## src/rtl/rand_pkg.sv

```systemverilog
// Shared types and constants for the random-request arbiter slice.
package rand_pkg;

  typedef enum logic [1:0] {
    IDLE = 2'd0,
    STEP = 2'd1,
    CALC = 2'd2,
    RESP = 2'd3
  } state_e;

  // Loaded instead of a zero seed so the generator can never lock up at zero.
  localparam int unsigned SEED_FALLBACK  = 1;
  localparam int unsigned DEFAULT_OFFSET = 6;

endpackage

```

## src/rtl/rr_pick.sv

```systemverilog
// Combinational round-robin selector: first requester at or after rr_ptr, wrapping.
module rr_pick
  import rand_pkg::*;
#(
  parameter int unsigned NUM_REQ = 4,
  parameter int unsigned IDW     = $clog2(NUM_REQ)
) (
  input  logic [NUM_REQ-1:0] req,
  input  logic [IDW-1:0]     rr_ptr,
  output logic [NUM_REQ-1:0] onehot,
  output logic [IDW-1:0]     idx,
  output logic               found
);

  logic [IDW-1:0] cand;

  // Scan from rr_ptr upward and keep the first asserted request.
  always_comb begin
    onehot = '0;
    idx    = '0;
    found  = 1'b0;
    cand   = '0;
    for (int unsigned off = 0; off < NUM_REQ; off++) begin
      cand = IDW'((32'(rr_ptr) + off) % NUM_REQ);
      if (!found && req[cand]) begin
        found        = 1'b1;
        onehot[cand] = 1'b1;
        idx          = cand;
      end
    end
  end

endmodule

```

## src/rtl/rand_req_arbiter.sv

```systemverilog
// Round-robin sharing of an external LFSR among NUM_REQ requesters.
// Each grant advances the generator STEPS times, reduces the value into the
// requester's range plus OFFSET and returns it on a valid/ready channel.
// Optional feature: RAND_REPEAT_FILTER_EN (one retry when a requester would
// receive the same value twice in a row).
module rand_req_arbiter
  import rand_pkg::*;
#(
  parameter int unsigned NUM_REQ = 4,
  parameter int unsigned WIDTH   = 5,
  parameter int unsigned STEPS   = 3,
  parameter int unsigned OFFSET  = DEFAULT_OFFSET,
  localparam int unsigned IDW    = $clog2(NUM_REQ)
) (
  input  logic                     clk,
  input  logic                     rst,
  input  logic [NUM_REQ-1:0]       req,
  input  logic [NUM_REQ*WIDTH-1:0] req_range,
  output logic [NUM_REQ-1:0]       grant,
  output logic                     rsp_valid,
  input  logic                     rsp_ready,
  output logic [WIDTH:0]           rsp_data,
  output logic [IDW-1:0]           rsp_id,
  output logic                     lfsr_step,
  output logic                     lfsr_load,
  input  logic [WIDTH-1:0]         lfsr_q,
  input  logic [WIDTH-1:0]         seed,
  output logic [WIDTH-1:0]         seed_eff
);

  localparam logic [WIDTH:0] OFF_W = (WIDTH+1)'(OFFSET);

  state_e               state_q, state_d;
  logic [IDW-1:0]       rr_ptr_q, rr_ptr_d;
  logic [IDW-1:0]       id_q, id_d;
  logic [NUM_REQ-1:0]   grant_q, grant_d;
  logic [WIDTH-1:0]     range_q, range_d;
  logic [3:0]           cnt_q, cnt_d;
  logic [WIDTH:0]       data_q, data_d;

  logic [NUM_REQ-1:0]   pick_oh;
  logic [IDW-1:0]       pick_idx;
  logic                 pick_found;
  logic [WIDTH-1:0]     sel_range;
  logic [WIDTH:0]       calc_res;
  logic                 gen_cycle;
  logic                 repeat_hit;

  rr_pick #(
    .NUM_REQ (NUM_REQ),
    .IDW     (IDW)
  ) u_pick (
    .req    (req),
    .rr_ptr (rr_ptr_q),
    .onehot (pick_oh),
    .idx    (pick_idx),
    .found  (pick_found)
  );

  assign sel_range = req_range[32'(pick_idx)*WIDTH +: WIDTH];
  assign seed_eff  = (seed == '0) ? WIDTH'(SEED_FALLBACK) : seed;

  // Range reduction; a zero range yields the bare offset.
  always_comb begin
    calc_res = OFF_W;
    if (range_q != '0) calc_res = {1'b0, lfsr_q % range_q} + OFF_W;
  end

`ifdef RAND_REPEAT_FILTER_EN
  logic           retry_q, retry_d;
  logic [WIDTH:0] hist_q [NUM_REQ];

  assign repeat_hit = (calc_res == hist_q[id_q]) && !retry_q;

  // Retry flag and per-requester history of the last accepted result.
  always_ff @(posedge clk or posedge rst) begin
    if (rst) begin
      retry_q <= 1'b0;
      for (int unsigned i = 0; i < NUM_REQ; i++) hist_q[i] <= '0;
    end else begin
      retry_q <= retry_d;
      if (state_q == RESP && rsp_ready) hist_q[id_q] <= data_q;
    end
  end
`else
  assign repeat_hit = 1'b0;
`endif

  // State register and transaction context.
  always_ff @(posedge clk or posedge rst) begin
    if (rst) begin
      state_q  <= IDLE;
      rr_ptr_q <= '0;
      id_q     <= '0;
      grant_q  <= '0;
      range_q  <= '0;
      cnt_q    <= '0;
      data_q   <= '0;
    end else begin
      state_q  <= state_d;
      rr_ptr_q <= rr_ptr_d;
      id_q     <= id_d;
      grant_q  <= grant_d;
      range_q  <= range_d;
      cnt_q    <= cnt_d;
      data_q   <= data_d;
    end
  end

  // Next-state logic and generator-control decode.
  always_comb begin
    state_d   = state_q;
    rr_ptr_d  = rr_ptr_q;
    id_d      = id_q;
    grant_d   = grant_q;
    range_d   = range_q;
    cnt_d     = cnt_q;
    data_d    = data_q;
    gen_cycle = 1'b0;
`ifdef RAND_REPEAT_FILTER_EN
    retry_d   = retry_q;
`endif
    unique case (state_q)
      IDLE: begin
        if (pick_found) begin
          id_d    = pick_idx;
          grant_d = pick_oh;
          range_d = sel_range;
          cnt_d   = '0;
          state_d = STEP;
`ifdef RAND_REPEAT_FILTER_EN
          retry_d = 1'b0;
`endif
        end
      end
      STEP: begin
        gen_cycle = 1'b1;
        cnt_d     = cnt_q + 4'd1;
        if (cnt_q == 4'(STEPS - 1)) state_d = CALC;
      end
      CALC: begin
        // The retry step is issued from CALC itself so the recomputed result
        // lands one cycle later without re-entering STEP.
        if (repeat_hit) begin
          gen_cycle = 1'b1;
`ifdef RAND_REPEAT_FILTER_EN
          retry_d   = 1'b1;
`endif
        end else begin
          data_d  = calc_res;
          state_d = RESP;
        end
      end
      RESP: begin
        if (rsp_ready) begin
          state_d  = IDLE;
          grant_d  = '0;
          rr_ptr_d = (id_q == IDW'(NUM_REQ - 1)) ? '0 : id_q + IDW'(1);
        end
      end
      default: state_d = IDLE;
    endcase
  end

  assign lfsr_load = gen_cycle && (lfsr_q == '0);
  assign lfsr_step = gen_cycle && (lfsr_q != '0);
  assign grant     = grant_q;
  assign rsp_valid = (state_q == RESP);
  assign rsp_data  = data_q;
  assign rsp_id    = id_q;

endmodule
```

## config.mk

```make
export PLATFORM = sky130hd
export DESIGN_NAME = rand_req_arbiter
export DESIGN_NICKNAME = d
export VERILOG_FILES = /design/src/rtl/rand_pkg.sv /design/src/rtl/rr_pick.sv /design/src/rtl/rand_req_arbiter.sv
export SDC_FILE = /design/constraint.sdc
export NUM_CORES = 1
export LEC_CHECK = 0
export CORE_ASPECT_RATIO = 1.5
export CORE_UTILIZATION = 50
export DETAILED_ROUTE_END_ITERATION = 8
export PLACE_DENSITY = 0.88
export SLEW_MARGIN = 30
export SYNTH_ARGS = -nofsm -noshare
export SYNTH_HDL_FRONTEND = slang
export SYNTH_HIERARCHICAL = 1
export SYNTH_SLANG_ARGS = --single-unit
```

## constraint.sdc

```tcl
create_clock -name clk -period 12.3 [get_ports clk]
set_clock_uncertainty 0.15 [all_clocks]
set_input_delay 3.69 -clock clk [delete_from_list [all_inputs] [get_ports clk]]
set_output_delay 3.69 -clock clk [all_outputs]
set_load 0.01 [all_outputs]
```

== Word-level counts from Yosys, hierarchy flattened ==
Cells that the tools add are included.

* Bits in registers: 25
* Output and inout bits: 20
* Word-level logic and storage cells: 100
* Input port bits: 37

* Reductions and logical operators: 24
* Magnitude comparators: 8
* Bitwise logic cells: 3
* Shift-type cells: 1
* Add/subtract/negate cells: 6
* Divide/modulo/power cells: 1
* Equal/unequal tests: 8
* Multiplexer cells: 41
* $mul: 1

{| class="wikitable"
|+ Operators with widths
! kind !! count
|-
| two-way mux 4 bit || 7
|-
| indexed part select 20 x 6 -> 5 bit || 1
|-
| two-way mux 2 bit || 8
|-
| case mux 4 bit (2 select lines) || 2
|-
| two-way mux 1 bit || 13
|-
| less-than comparator 2 x 3 -> 1 bit, second input constant || 4
|-
| bitwise OR 4 bit || 3
|-
| logical NOT 5 bit || 2
|-
| nonzero test 5 bit || 2
|-
| logical AND 1 bit || 9
|-
| binary-select mux 1 bit (select 2 bit) || 4
|-
| demux 1 bit (select 2 bit) || 4
|-
| greater-or-equal comparator 2 x 1 -> 1 bit, second input constant || 4
|-
| case mux 2 bit (4 select lines) || 1
|-
| adder 5 x 3 -> 6 bit, second input constant || 1
|-
| equality test 2 bit, second input constant || 3
|-
| two-way mux 6 bit || 1
|-
| AND reduction 2 bit || 3
|-
| AND reduction 3 bit || 2
|-
| remainder unit 5 x 5 -> 5 bit || 1
|-
| multiplier 2 x 3 -> 5 bit, second input constant || 1
|-
| two-way mux 5 bit || 1
|-
| adder 2 x 1 -> 2 bit, second input constant || 2
|-
| adder 2 bit, second input constant || 2
|-
| 8 further kinds || 12
|}

== Depth between registers and ports, before layout ==
Gate-level depths: netlist (run 1).

* Word-level depth: 14
* Gate-level depth with buffers: 29
* Mapped depth without buffers: 28

== By module ==
Netlist (run 1), hierarchy kept.

{| class="wikitable"
|+ By module, submodules not included
! module !! sequential area each (um^2) !! cells each !! times used !! area each (um^2)
|-
| rand_req_arbiter || 625.6 || 239 || 1 || 2202.1
|-
| rr_pick || 0.0 || 45 || 1 || 421.7
|}

== Worst setup path before layout (run 1) ==
No wires, ideal clock.

* Path type: input to register
* From: input lfsr_q[4]
* To: register data_q[4], in the netlist rsp_data[4]
* Buffers on the path: 0
* Arrival: 8807 ps
* Path slack: 3216 ps
* Stages: 23
* Data required time: 12024 ps
* Path through: ha_1 a21oi_1 ha_1 or4b_1 a31oi_1 a21oi_2 ha_1 a21oi_1 a211o_2 o211ai_4 nand2_1 ha_1 and4b_1 nor2_1 a21oi_1 mux2_2 ha_1 a21oi_1 nand2_1 a31oi_2 a21oi_2 o311a_1 a221o_1

* Cells in the longest elaborated chain, start to end: 3

{| class="wikitable"
|+ Ends and longest elaborated chain
! element !! line !! text
|-
| start: declaration || rand_req_arbiter.sv:26 || <nowiki>input logic [WIDTH-1:0] lfsr_q,</nowiki>
|-
| remainder unit 5 x 5 -> 5 bit || rand_req_arbiter.sv:66 || <nowiki>if (range_q != '0) calc_res = {1'b0, lfsr_q % range_q} + OFF_W;</nowiki>
|-
| adder 5 x 3 -> 6 bit || rand_req_arbiter.sv:66 ||
|-
| two-way mux 6 bit || rand_req_arbiter.sv:66 ||
|-
| end signal: assignment || rand_req_arbiter.sv:106 || <nowiki>data_q <= data_d;</nowiki>
|-
| end: declaration || rand_req_arbiter.sv:39 || <nowiki>logic [WIDTH:0] data_q, data_d;</nowiki>
|}

No other way between the ends.
A chain may end at the register's enable or synchronous reset.

== Final worst setup path (run 1) ==
* From: input lfsr_q[4]
* To: register data_q[5], in the netlist rsp_data[5]

The elaborated chain is that of the path after synthesis.

==> flow_metrics.env, run 1 <==
export IMPL_r2r_start="range_q[3]"
export IMPL_holdPathEnd="grant[1]"
export IMPL_numCtsBuffers=3
export IMPL_min_period_ns=9.926
export IMPL_slew_headroom_pct=58.68
export IMPL_synth_seq_area_share_pct=23.84
export IMPL_grtUsageTotal_pct=24.11
export IMPL_n_antenna_cell=0
export IMPL_die_h_um=90.72
export IMPL_clock_path_buffers=2
export IMPL_fillers=395
export IMPL_setup_viol=0
export IMPL_drt_iter0_drc=145
export IMPL_vias=2421
export IMPL_area_delta_synth_final_pct=24.13
export IMPL_drv_slew=0
export IMPL_yosysUniqueCellTypes=58
export IMPL_cp_arrival_ns=9.94
export IMPL_portBuffers=56
export IMPL_syn_area_um2=2624
export IMPL_syn_nets=352
export IMPL_finalWorstSetupSlack_ns=2.374
export IMPL_final_setup_tns_ns=0
export IMPL_hold_slack_ns=0.3650
export IMPL_yosys_cell_count_top_type="ha_1"
export IMPL_dp_hpwl_um=5032
export IMPL_r2r_end="rsp_data[5]"
export IMPL_min_from="grant[1]"
export IMPL_clkTransAtPathRegs_ns=0.09
export IMPL_drive_above_1_share_pct=10.48
export IMPL_ys_warn_count=6
export IMPL_core_area_um2=4926
export IMPL_yosysTopAreaCell="dfrtp_1"
export IMPL_drtAntennaViolNets=0
export IMPL_layout_nets=403
export IMPL_worst_slew_pin_transition_ns=0.6133
export IMPL_pre_cts_ws_ns=2.178
export IMPL_ioPinCount=57
export IMPL_max_freq_mhz=100.7
export IMPL_rsz0062_at_grt="false"
export IMPL_worstSetupPathType="in2reg"
export IMPL_cts_tree="done"
export IMPL_dieArea_um2=5547
export IMPL_whs_path_depth=2
export IMPL_synth_edff_count=0
export IMPL_routedWlPerCell_um=15.36
export IMPL_drc_errors=0
export IMPL_start_util_pct=53.26
export IMPL_cts_root_buf="clkbuf_8"
export IMPL_post_synth_main_area_contributors="dfrtp_1, ha_1, mux4_2, o21ai_0, mux2_2"
export IMPL_cts_resized=0
export IMPL_grt_pass1_wl_um=10560
export IMPL_cp_end_kind="register"
export IMPL_synth_ff_type="dfrtp_1"
export IMPL_row_count=31
export IMPL_final_cell_area_um2=3257
export IMPL_worstPathRequired_ns=12.32
export IMPL_r2r_cells=26
export IMPL_die_w_um=61.15
export IMPL_path_max_fanout=10
export IMPL_synth_top_area_share_pct=23.84
export IMPL_holdBufCountCts=0
export IMPL_hold_path_class="reg2reg"
export IMPL_cp_start_kind="input port"
export IMPL_grt_antenna_before_repair=0
export IMPL_cts_max_level=1
export IMPL_post_cts_buffers=0
export IMPL_async_flop_share_pct=100.0
export IMPL_hold_viol=0
export IMPL_place_gp_congestion=0.9467
export IMPL_dpl_cell_area_um2=3211
export IMPL_grt_pass1_vias=2428
export IMPL_status="complete, no violations"
export IMPL_viasPerCell=6.053
export IMPL_synth_common_cells="ha_1, o21ai_0, dfrtp_1, inv_1, nand2_1"
export IMPL_ys_ff_latch=25
export IMPL_syn_area_per_cell_um2=9.239
export IMPL_r2r_slack_ns=5.20
export IMPL_clk_latency_ns=0.27
export IMPL_grt_overflow=0
export IMPL_syn_inst=284
export IMPL_maxCapViolCount=0
export IMPL_finalCritPeriodShare_pct=80.70
export IMPL_grt_max_degree=26
export IMPL_firstDrtPassIters=5
export IMPL_drt_total_wl_um=6145
export IMPL_cts_sinks=25
==> critical path, stage by stage <==
cell and delay (ns):
clkdlybuf4s50_1 0.46, ha_1 0.33, a21oi_1 0.13, ha_1 0.27, or4b_1 0.49, a31oi_1 0.22
a21oi_2 0.07, ha_1 0.32, a21oi_1 0.10, a211oi_1 0.38, mux2i_1 0.35, ha_1 0.34
and4b_1 0.25, nor2_1 0.18, a21oi_1 0.12, mux2_2 0.32, ha_1 0.35, a21oi_1 0.18
nand2_1 0.13, a31oi_2 0.45, nor2_1 0.10, a21oi_1 0.18, ha_1 0.22, nor3_1 0.07
a22o_1 0.23
==> metal layers <==
metal / up-vias / wire, um / global-route usage, %
met5: - / 0 / 0
met2: 94 / 3265 / 42.66
met1: 1145 / 2483 / 28.14
li1: 1162 / - / -
met3: 20 / 201 / 1.862
met4: 0 / 195 / 10.42
==> cells by family after synthesis <==
kind of cell / synth area share, %
mux: 14.21
fa+ha+maj: 15.07
flops: 23.84
simple gates: 15.31
xor+xnor: 1.669
compound gates: 23.89
buf+inv: 6.009
==> how the worst max path moves through the flow <==
stage | depth (start not counted) | start | end | slack [ns]
floorplan | 23 | lfsr_q[4] | rsp_data[4] | 3.22
global placement | 25 | lfsr_q[4] | rsp_data[4] | 2.35
detailed placement | 25 | lfsr_q[4] | rsp_data[5] | 2.18
CTS | 24 | lfsr_q[4] | rsp_data[4] | 2.46
global route | 27 | lfsr_q[4] | rsp_data[5] | 1.91
finish | 25 | lfsr_q[4] | rsp_data[5] | 2.37
==> state kept, by name, indices dropped and copies added, names as in the netlist <==
register / cells
range_q: 5
cnt_q: 4
rr_ptr_q: 2
state_q: 2
rsp_data: 6
rsp_id: 2
grant: 4
==> per-stage QoR <==
stage	cells	utilization, %
floorplan	284	-
global placement	396	65.18
detailed placement	396	65.18
CTS	400	66.12
global route	400	66.12
finish	400	66.12
==> cell type report <==
type                    instances  area (um^2)  area share (%)
flip-flops and latches         25        625.6           19.21
repair buffers                 57        568.0           17.44
inverters                      25        93.84           2.881
multi-input cells             223         1841           56.51
clock inverters                 1        5.005          0.1537
clock buffers                   3        41.29           1.268
well taps                      66        82.58           2.536
==> cell usage in the layout, fill, tap and decap left out, drive strengths merged, types with 9 or more instances in the layout <==
master / instances
a22oi: 9
mux2: 10
a21oi: 16
o21ai: 26
nand2: 19
inv: 25
clkdlybuf4s50: 56
dfrtp: 25
mux4: 9
ha: 30
nor2: 18
Power of run 1 is not shown: default switching activity piles up to over one toggle a cycle in this logic, so the estimate is an artifact.
==> run 2, diff against run 1 <==
clock period = 9.52 ns   (was 12.3 ns; I/O delays follow)
==> run 2 against run 1 <==
Final area barely moved. Cell count did not move. Die area did not move. Register-to-register slack got worse by 2.9 ns. Non-clock buffer count did not move. Utilization barely moved. Wire length rose by 3.5%. First-iteration DRC count fell by 0.69%. Sequential share of layout area barely moved. Flip-flop and latch count did not move. Critical path type unchanged.
==> flow_metrics.env, run 2 (synthesis results as in run 1) <==
export IMPL_slew_headroom_pct=60.45
export IMPL_die_h_um=90.72
export IMPL_cp_arrival_ns=9.20
export IMPL_area_delta_synth_final_pct=24.08
export IMPL_layoutNonFillerInstCount=400
export IMPL_worst_slew_pin_transition_ns=0.5870
export IMPL_routedWlPerCell_um=15.90
export IMPL_vias=2436
export IMPL_maxCapViolCount=0
export IMPL_cts_root_buf="clkbuf_8"
export IMPL_start_util_pct=53.26
export IMPL_clock_path_buffers=2
export IMPL_layout_common_cells="clkdlybuf4s50_1, ha_1, o21ai_0"
export IMPL_status="complete, no violations"
export IMPL_cp_end_kind="register"
export IMPL_drt_iter0_drc=144
export IMPL_hold_path_class="reg2reg"
export IMPL_grt_pass1_vias=2419
export IMPL_hold_viol=0
export IMPL_finalCoreUtilization_pct=66.09
export IMPL_rsz0062_at_grt="false"
export IMPL_fillers=405
export IMPL_viasPerCell=6.090
export IMPL_portBuffers=56
export IMPL_drtAntennaViolNets=0
export IMPL_layout_commonest_cell="clkdlybuf4s50_1"
export IMPL_clk_latency_ns=0.28
export IMPL_row_count=31
export IMPL_place_gp_congestion=0.9345
export IMPL_numCtsBuffers=3
export IMPL_layout_nets=403
export IMPL_post_cts_buffers=0
export IMPL_cts_sinks=25
export IMPL_grtUsageTotal_pct=24.93
export IMPL_drv_slew=0
export IMPL_dp_hpwl_um=5168
export IMPL_pre_cts_ws_ns=0.1956
export IMPL_cts_resized=0
export IMPL_worstSetupPathType="in2reg"
export IMPL_max_freq_mhz=108.9
export IMPL_holdBufCountCts=0
export IMPL_dp_cells=396
export IMPL_final_setup_tns_ns=0
export IMPL_finalWorstSetupSlack_ns=0.3370
export IMPL_grt_overflow=0
export IMPL_drive_above_1_share_pct=10.18
export IMPL_n_antenna_cell=0
export IMPL_setup_viol=0
export IMPL_finalCritPeriodShare_pct=96.46
export IMPL_cts_tree="done"
export IMPL_drc_errors=0
export IMPL_grt_pass1_wl_um=10740
export IMPL_ioPinCount=57
export IMPL_min_period_ns=9.183
export IMPL_path_max_fanout=10
export IMPL_largest_register_ffs=6
export IMPL_cts_max_level=1
export IMPL_core_area_um2=4926
export IMPL_worstPathRequired_ns=9.54
export IMPL_grt_max_degree=26
export IMPL_clkTransAtPathRegs_ns=0.09
export IMPL_dieArea_um2=5547
export IMPL_die_w_um=61.15
export IMPL_cp_start_kind="input port"
export IMPL_firstDrtPassIters=4
export IMPL_drt_total_wl_um=6358
export IMPL_grt_antenna_before_repair=0
==> run 2: changes by cell type in the layout (fill, tap and decap cells not counted) <==
cell      before  now
clkinv_2       1    0
clkbuf_1       0    1
==> run 2: per-stage QoR <==
| step | instance area (um^2) | hold WS, ns |
|---|---|---|
| finish | 3256 | 0.3621 |
| global route | 3256 | 0.3892 |
| CTS | 3256 | 0.3671 |
| detailed placement | 3211 | 0.3466 |
| global placement | 3211 | 0.3284 |
| floorplan | 2624 | 0.3430 |
==> run 2: final cells by class <==
cell class / instances / area, um^2 / share of cell area (%)
Sequential cell: 25 / 625.6 / 19.22
Inverter: 25 / 93.84 / 2.882
Tap cell: 66 / 82.58 / 2.537
Clock buffer: 4 / 45.04 / 1.384
Timing Repair Buffer: 57 / 568.0 / 17.45
Multi-Input combinational cell: 223 / 1841 / 56.53
==> run 2: final timing paths <==
path                             start          end  slack (ns)  cells after the start
setup / recovery             lfsr_q[4]  rsp_data[4]        0.34                     24
min in group asynchronous          rst     grant[0]        2.79                      2
setup reg to reg            range_q[3]  rsp_data[4]        2.34                     25
max in group asynchronous          rst  rsp_data[3]        6.08                      2
hold reg to reg            rsp_data[0]  rsp_data[0]        0.36                      1
hold / removal             rsp_data[0]  rsp_data[0]        0.36                      1
==> run 2: worst max-delay path, stage by stage <==
cell	delay [ns]
clkdlybuf4s50_1	0.46
ha_1	0.33
a21oi_1	0.13
ha_1	0.27
or4b_1	0.47
a31oi_1	0.21
a21oi_2	0.07
ha_1	0.33
a21oi_1	0.10
a211o_2	0.38
a22oi_1	0.37
inv_1	0.09
ha_1	0.32
o21ai_0	0.40
a21oi_1	0.15
mux2_2	0.33
ha_1	0.36
a21oi_1	0.19
nand2_1	0.13
a31oi_2	0.44
nand2_1	0.09
o221ai_1	0.32
nor2_1	0.08
a221o_1	0.33
==> run 2: layer usage <==
metal  global-route usage (%)  share of wire (%)  vias up
li1                         -                  -     1161
met1                    28.14                 38     1170
met2                    45.38                 56       88
met3                    2.722                4.2       17
met4                    9.091                2.3        0
met5                        0                  0        -
Power of run 2 is left out for the same reason.
==> run 3, diff against run 2 <==
--- a/config.mk
+++ b/config.mk
@@ -8,5 +8,5 @@
 export CORE_ASPECT_RATIO = 1.5
-export CORE_UTILIZATION = 50
+export CORE_UTILIZATION = 47
 export DETAILED_ROUTE_END_ITERATION = 8
-export PLACE_DENSITY = 0.88
+export PLACE_DENSITY = 0.87
 export SLEW_MARGIN = 30
==> constraint.sdc (replaced) <==
create_clock -name clk -period 8.4 [get_ports clk]
set_clock_uncertainty 0.15 [all_clocks]
set_input_delay 1.26 -clock clk [delete_from_list [all_inputs] [get_ports clk]]
set_output_delay 1.26 -clock clk [all_outputs]
set_load 0.01 [all_outputs]
==> run 3 against run 2 <==
First-iteration DRC count decreased by 27%. Final area rose by 0.15%. Sequential share of layout area is essentially flat. Flip-flop and latch count did not move. Critical path type unchanged. Critical path depth is 1 higher. Cell count is 1.0% higher. Utilization fell by 5.8 points. Wire length is 1.2% lower. Register-to-register slack worse by 1.2 ns. Non-clock buffer count unchanged.
==> flow_metrics.env, run 3 (synthesis results as in run 1) <==
export IMPL_holdBufCountCts=0
export IMPL_cp_slowest_cell="or4b_1"
export IMPL_ioPinCount=57
export IMPL_multi_input_area_um2=1841
export IMPL_clk_latency_ns=0.27
export IMPL_viasPerCell=6.027
export IMPL_rsz0062_at_grt="false"
export IMPL_largest_register_ffs=6
export IMPL_grtUsageTotal_pct=22.37
export IMPL_ff_latch_area_um2=625.6
export IMPL_post_cts_buffers=0
export IMPL_cts_resized=0
export IMPL_area_delta_synth_final_pct=24.27
export IMPL_firstDrtPassIters=4
export IMPL_final_setup_tns_ns=0
export IMPL_drive_above_1_share_pct=10.18
export IMPL_grt_max_degree=26
export IMPL_grt_pass1_vias=2441
export IMPL_drc_errors=0
export IMPL_status="complete, no violations"
export IMPL_numCtsBuffers=3
export IMPL_drtAntennaViolNets=0
export IMPL_min_period_ns=7.563
export IMPL_grt_antenna_before_repair=0
export IMPL_crit_top_cell="ha_1"
export IMPL_slew_headroom_pct=60.04
export IMPL_dp_hpwl_um=5167
export IMPL_die_w_um=63.01
export IMPL_drt_iter0_drc=105
export IMPL_critical_path_buf_inv_count=1
export IMPL_max_freq_mhz=132.2
export IMPL_layout_nets=403
export IMPL_cts_sinks=25
export IMPL_layout_common_cells="clkdlybuf4s50_1, ha_1, o21ai_0"
export IMPL_cp_top_family="compound AO/OA/AOI/OAI gates"
export IMPL_portBuffers=56
export IMPL_drv_slew=0
export IMPL_cts_tree="done"
export IMPL_grt_pass1_wl_um=10740
export IMPL_cp_start_kind="input port"
export IMPL_cp_arrival_ns=7.57
export IMPL_clkTransAtPathRegs_ns=0.09
export IMPL_max_stage_delay_ns=0.47
export IMPL_grt_overflow=0
export IMPL_dp_cells=400
export IMPL_core_area_um2=5409
export IMPL_row_count=33
export IMPL_start_util_pct=48.51
export IMPL_cp_end_kind="register"
export IMPL_finalCritPeriodShare_pct=90.03
export IMPL_worstSetupPathType="in2reg"
export IMPL_place_gp_congestion=0.9593
export IMPL_maxCapViolCount=0
export IMPL_layout_commonest_cell="clkdlybuf4s50_1"
export IMPL_clock_path_buffers=2
export IMPL_routedWlPerCell_um=15.55
export IMPL_drt_total_wl_um=6284
export IMPL_fillers=467
export IMPL_cts_root_buf="clkbuf_8"
export IMPL_dieArea_um2=5892
export IMPL_worstPathRequired_ns=8.41
export IMPL_vias=2435
export IMPL_worst_slew_pin_transition_ns=0.5931
export IMPL_n_antenna_cell=0
export IMPL_hold_viol=0
export IMPL_layoutNonFillerInstCount=404
export IMPL_hold_path_class="reg2reg"
export IMPL_path_max_fanout=10
export IMPL_cts_max_level=1
export IMPL_setup_viol=0
export IMPL_die_h_um=93.51
run 3: cell counts in the layout (fill, tap and decap cells not counted):
No cell type changed its count.
run 3: worst register-to-register path, stage by stage (launching register included):
cell and delay, ns:
dfrtp_1 0.43, or3_1 0.56, nor2_1 0.33, a21oi_1 0.12, a21oi_1 0.13, ha_1 0.27, or4b_1 0.47, a31oi_1 0.22
a21oi_2 0.07, ha_1 0.33, o211ai_1 0.13, a211oi_1 0.38, mux2i_1 0.35, ha_1 0.33, and4b_1 0.25, nor2_1 0.16
a21oi_1 0.12, mux2_2 0.32, ha_1 0.35, a21oi_1 0.17, nand2_1 0.13, a31oi_2 0.45, nand2_1 0.09, o221ai_1 0.37
nor2_1 0.08, a221o_1 0.33
run 3: layout make-up:
cell class	instances	area share (%)
multi-input cells	223	56.45
flip-flops and latches	25	19.19
repair buffers	57	17.42
inverters	25	2.878
well taps	70	2.686
clock buffers	4	1.381
run 3: path summary, 6_finish.rpt:
path                        startpoint           to  slack (ns)  depth (start not counted)
hold / removal             rsp_data[3]  rsp_data[3]        0.36                          1
max in group asynchronous          rst   range_q[4]        6.56                          2
setup / recovery             lfsr_q[4]  rsp_data[4]        0.84                         25
setup reg to reg            range_q[3]  rsp_data[4]        1.19                         25
hold reg to reg            rsp_data[3]  rsp_data[3]        0.36                          1
min in group asynchronous          rst  rsp_data[0]        1.19                          2
run 3: stage by stage:
step	utilization, %	setup WS (ns)	hold slack (ns)	cell area [um^2]
after floorplan	-	1.746	0.3430	2624
after global placement	59.45	0.8827	0.3439	3216
after detailed placement	59.45	0.6201	0.3508	3216
after CTS	60.28	0.8976	0.3698	3261
after global routing	60.28	0.3843	0.4017	3261
final	60.28	0.8375	0.3643	3261
run 3: per-layer routing:
layer / global-route usage (%) / vias up / wire length (um)
met5: 0 / - / 0
met4: 11.24 / 0 / 245
met3: 2.439 / 21 / 213
met2: 42.29 / 88 / 3420
met1: 24.04 / 1162 / 2406
li1: - / 1164 / -
Power of run 3 is left out for the same reason.
